===== config.mk =====
export PLATFORM = sky130hd
export DESIGN_NAME = string_tx_mode2
export DESIGN_NICKNAME = d
export VERILOG_FILES = /design/src/rtl/string_tx_mode2.sv
export SDC_FILE = /design/constraint.sdc
export NUM_CORES = 1
export LEC_CHECK = 0
export BUFFER_PORTS_ARGS = -buffer_cell sky130_fd_sc_hd__buf_2
export CORE_ASPECT_RATIO = 1.75
export CORE_MARGIN = 2
export CORE_UTILIZATION = 54
export DETAILED_ROUTE_END_ITERATION = 6
export PLACE_DENSITY = 0.84
export SYNTH_ARGS = -nofsm -noshare
export SYNTH_HDL_FRONTEND = slang
export SYNTH_SLANG_ARGS = --single-unit

===== constraint.sdc =====
create_clock -name clk -period 3.3 [get_ports clk]
set_clock_uncertainty 0.05 [all_clocks]
set_input_delay 0.165 -clock clk [delete_from_list [all_inputs] [get_ports clk]]
set_output_delay 0.165 -clock clk [all_outputs]
set_load 0.01 [all_outputs]

===== src/rtl/string_tx_mode2.sv =====
// string_tx_mode2: serial stimulus transmitter for the string_detectore_mode2 link.
// Loads a WIDTH-bit word, shifts it out one bit per clock on string2, and counts
// overlapping occurrences of the 4-bit pattern string1 in the transmitted bits.
// The saturating count is reported on N_exp as the detector's reference value.
// Optional build macro STRING_TX_LSB_FIRST_EN: shift frames out LSB-first.
module string_tx_mode2 #(
  parameter int WIDTH = 16
) (
  input  logic             clk,
  input  logic             rst,
  input  logic             start,
  input  logic [WIDTH-1:0] data_in,
  input  logic [3:0]       string1,
  output logic             string2,
  output logic             valid,
  output logic             busy,
  output logic             done,
  output logic [3:0]       N_exp
);

  localparam int CW = $clog2(WIDTH + 1);
  localparam logic [CW-1:0] LAST_BIT = CW'(WIDTH);
  localparam logic [CW-1:0] MIN_PRIOR = CW'(3);

  typedef enum logic [1:0] {IDLE, SEND, DONE} state_t;

  state_t           state_reg, state_next;
  logic [WIDTH-1:0] shift_reg, shift_next;
  logic [CW-1:0]    bitcnt_reg, bitcnt_next;
  logic [3:0]       hist_reg, hist_next;
  logic [3:0]       pat_reg, pat_next;
  logic [3:0]       match_reg, match_next;
  logic             string2_next, valid_next, busy_next, done_next;
  logic [3:0]       nexp_next;

  // Bit-order selection: first bit of a freshly loaded word, the remainder
  // left in the shift register, and the per-cycle bit/shift while sending.
  logic             load_bit, cur_bit;
  logic [WIDTH-1:0] load_rest, shifted;
  logic             tx_en, tx_bit;

`ifdef STRING_TX_LSB_FIRST_EN
  assign load_bit  = data_in[0];
  assign load_rest = data_in >> 1;
  assign cur_bit   = shift_reg[0];
  assign shifted   = shift_reg >> 1;
`else
  assign load_bit  = data_in[WIDTH-1];
  assign load_rest = data_in << 1;
  assign cur_bit   = shift_reg[WIDTH-1];
  assign shifted   = shift_reg << 1;
`endif

  // Next-state, datapath and output computation for the transmit FSM.
  always_comb begin
    state_next   = state_reg;
    shift_next   = shift_reg;
    bitcnt_next  = bitcnt_reg;
    hist_next    = hist_reg;
    pat_next     = pat_reg;
    match_next   = match_reg;
    string2_next = 1'b0;
    valid_next   = 1'b0;
    busy_next    = 1'b0;
    done_next    = 1'b0;
    nexp_next    = N_exp;
    tx_en        = 1'b0;
    tx_bit       = 1'b0;

    case (state_reg)
      IDLE: begin
        if (start) begin
          // The first bit leaves on the accepting edge, so the load and the
          // first transmission happen together from cleared history/counters.
          state_next  = SEND;
          shift_next  = load_rest;
          pat_next    = string1;
          hist_next   = 4'b0000;
          bitcnt_next = '0;
          match_next  = 4'd0;
          nexp_next   = 4'd0;
          tx_en       = 1'b1;
          tx_bit      = load_bit;
        end
      end
      SEND: begin
        if (bitcnt_reg == LAST_BIT) begin
          // Every bit, including the last one's match, is already counted.
          state_next = DONE;
          done_next  = 1'b1;
          busy_next  = 1'b1;
          nexp_next  = match_reg;
        end else begin
          shift_next = shifted;
          tx_en      = 1'b1;
          tx_bit     = cur_bit;
        end
      end
      DONE: begin
        state_next = IDLE;
      end
      default: begin
        state_next = IDLE;
      end
    endcase

    // Transmit one bit: update history and count a match once 4 bits exist.
    if (tx_en) begin
      string2_next = tx_bit;
      valid_next   = 1'b1;
      busy_next    = 1'b1;
      if ((bitcnt_next >= MIN_PRIOR) && ({hist_next[2:0], tx_bit} == pat_next) &&
          (match_next != 4'hF)) begin
        match_next = match_next + 4'd1;
      end
      hist_next   = {hist_next[2:0], tx_bit};
      bitcnt_next = bitcnt_next + 1'b1;
    end
  end

  // State and output registers with synchronous reset.
  always_ff @(posedge clk) begin
    if (rst) begin
      state_reg  <= IDLE;
      shift_reg  <= '0;
      bitcnt_reg <= '0;
      hist_reg   <= 4'b0000;
      pat_reg    <= 4'b0000;
      match_reg  <= 4'd0;
      string2    <= 1'b0;
      valid      <= 1'b0;
      busy       <= 1'b0;
      done       <= 1'b0;
      N_exp      <= 4'd0;
    end else begin
      state_reg  <= state_next;
      shift_reg  <= shift_next;
      bitcnt_reg <= bitcnt_next;
      hist_reg   <= hist_next;
      pat_reg    <= pat_next;
      match_reg  <= match_next;
      string2    <= string2_next;
      valid      <= valid_next;
      busy       <= busy_next;
      done       <= done_next;
      N_exp      <= nexp_next;
    end
  end

endmodule

==> metrics.csv <==
metric,value,unit
status,"complete, no violations",
antenna_cells,0,
fp.coreArea,3140,µm²
crit_required,3480,ps
cp_common_cell,or3b_1,
synth_top_area_share,46.4,%
hp-class,input port to flip-flop,
dieWidth,47.3,µm
first_iter_violations,22,
slew_violations,0,
worstPathMaxFanout,18,
ctsResizeCount,0,
powerDensity,491,nW/µm²
fin_crit,2720,ps
layout.nets,268,
clockBufferDepth,2,
grt_pass1_wl,6.20,mm
crit_buf_inv,0,
rows,27,
via_per_inst,5.56,
hold_path.startpoint,string1[2],
synth.cell_area,1770,µm²
first_pass_iters,4,
hold_depth,3,
cts_tree,yes,
clkSlewWorstSetupHoldPaths,70,ps
yosys_warnings,0,
cts_made_buffers,5,
grt_max_degree,43,
synth.avg_cell_area,8.15,µm²
port_buffers,30,
synthCells,217,
finalHoldViolCount,0,
critPathSlowestCell,or3b_1,
ctsHoldBuffers,0,
ys_ff_latch,41,
overflow,0,
grt_pass1_vias,1469,
dpl.hpwl,2.53,mm
r2r_start,state_reg[1],
setup_viol,0,
ant_nets,0,
drt_wl_total,3.73,mm
cts.sinks,41,
largest_reg_flops,15,
drcViolationCount,0,
worst_slack,577,ps
synthFlopType,dfxtp_1,
crit_chain,or3b_1 -> and2_1 -> ha_1 -> and3_1 -> o32ai_1 -> o21ai_2 -> or3b_1 -> a21oi_1,
die_h,79.7,µm
min_to,pat_reg[2],
synth_cell_types,35,
async_flop_share,0,%
yosys.area.top_type,dfxtp_1,
cp.arrival,2900,ps
ios,31,
gp_congestion,0.860,
antenna_found_initial,0,
grt_usage,22.9,%
post_cts_buffers,0,
syn_nets,242,
synth_edf_count,0,
vias,1595,
areaGrowthSynthToFinish,14.5,%
grt_setup_unrepaired,no,
relSlewSlack,51.6,%
clock.fmax,367,MHz
dieArea,3770,µm²
post-synth-top-count-cell,nand2_1,
rr_endpoint,match_reg[1],
htreeDepth,2,
peakVddDrop,0.000334,V
insertion_delay,300,ps
drive_above_1_share,17.6,%
finalCritPeriodShare,82.5,%
end_kind,flip-flop,
start_kind,flip-flop,
reg2reg_slack,580,ps
worstMarginPinSlew,727,ps
cpPeakStageDelay,640,ps
post-place-ws,605,ps
tns,0,ps
netlist_top_cells_area,"dfxtp_1 (46%), nand2_1 (10%), a311oi_1 (6.9%), nor2_1 (6.2%), a21oi_1 (4.5%)",
cap_violations,0,
cts-root-buf,clkbuf_8,
path_class,flip-flop to flip-flop,
critPathTopFamily,simple AND/OR/NAND/NOR gates,
reg2reg_depth,8,
synthTopCellsByCount,"nand2_1 (47), dfxtp_1 (41), nor2_1 (29)",
seq_area_frac_synth,46.4,%
leakage,0.000829,µW
wl_per_cell,13.0,µm
start_util,56.3,%
stage by stage:
stage	std cells	power, µW	hold slack, ps	utilization [%]	area [µm²]
floorplan	217	649	251	-	1770
global placement	279	688	371	61.9	1950
detailed placement	279	691	379	61.9	1950
CTS	287	1000	66.0	64.5	2030
global route	287	1050	77.8	64.5	2030
finish	287	995	64.0	64.5	2030
layer usage:
| layer | vias to the layer above | track usage (%) | wire (µm) |
|---|---|---|---|
| met5 | - | 0 | 0 |
| met4 | 0 | 13.3 | 151 |
| met3 | 12 | 7.01 | 145 |
| met2 | 34 | 39.1 | 1940 |
| met1 | 742 | 22.5 | 1490 |
| li1 | 807 | - | - |
cells in the final DEF, fill, tap and decap left out, types with 2 or more instances in the layout:
master and count:
a22oi_1 3, a311oi_1 14, or3b_1 2, nor3_1 5, clkbuf_1 3, nand2b_1 2
buf_4 4, ha_1 2, and2_1 4, buf_2 30, nand4_1 2, xor2_1 2
a21oi_1 16, o21ai_2 2, xnor2_1 2, dfxtp_1 41, nor2_1 29, clkbuf_8 5
nand2_1 47, o21ai_0 2, a21o_1 3, mux2i_1 3, nor3b_1 2, nand3_1 6
inv_1 2
where the power goes:
part           leakage [µW]  switching, µW  internal (µW)  total [µW]
Sequential         0.000336           17.4            525         542
Combinational      0.000453           84.9           53.2         138
Clock             0.0000395            165            150         315
how the worst max path moves through the flow:
| stage | start | to | slack [ps] | cells past startpoint |
|---|---|---|---|---|
| floorplan | state_reg[0] | match_reg[1] | 920 | 10 |
| global placement | state_reg[1] | match_reg[1] | 740 | 8 |
| detailed placement | state_reg[1] | match_reg[1] | 610 | 8 |
| CTS | state_reg[1] | match_reg[1] | 580 | 8 |
| global route | state_reg[1] | match_reg[2] | 410 | 8 |
| finish | state_reg[1] | match_reg[1] | 580 | 8 |
kinds of logic after synthesis:
logic type / Yosys count / share of synthesized area [%]
simple gates: 105 / 26.9
compound gates: 45 / 18.0
flops: 41 / 46.4
buf+inv: 17 / 3.68
xor+xnor: 4 / 1.98
mux: 3 / 1.70
fa+ha+maj: 2 / 1.41
area by class of cell:
class	count	area, µm²
clock buffers	8	80.1
fillers	295	1120
inverters	2	7.51
multi-input cells	159	883
flip-flops and latches	41	821
well taps	43	53.8
repair buffers	34	180
worst reg2reg max path: stages (launching register included):
cell and delay, ps:
dfxtp_1 330, or3b_1 640, and2_1 320, ha_1 210
and3_1 180, o32ai_1 260, o21ai_2 150, or3b_1 370
a21oi_1 130
Note: power is estimated with default switching activity, not from simulation.
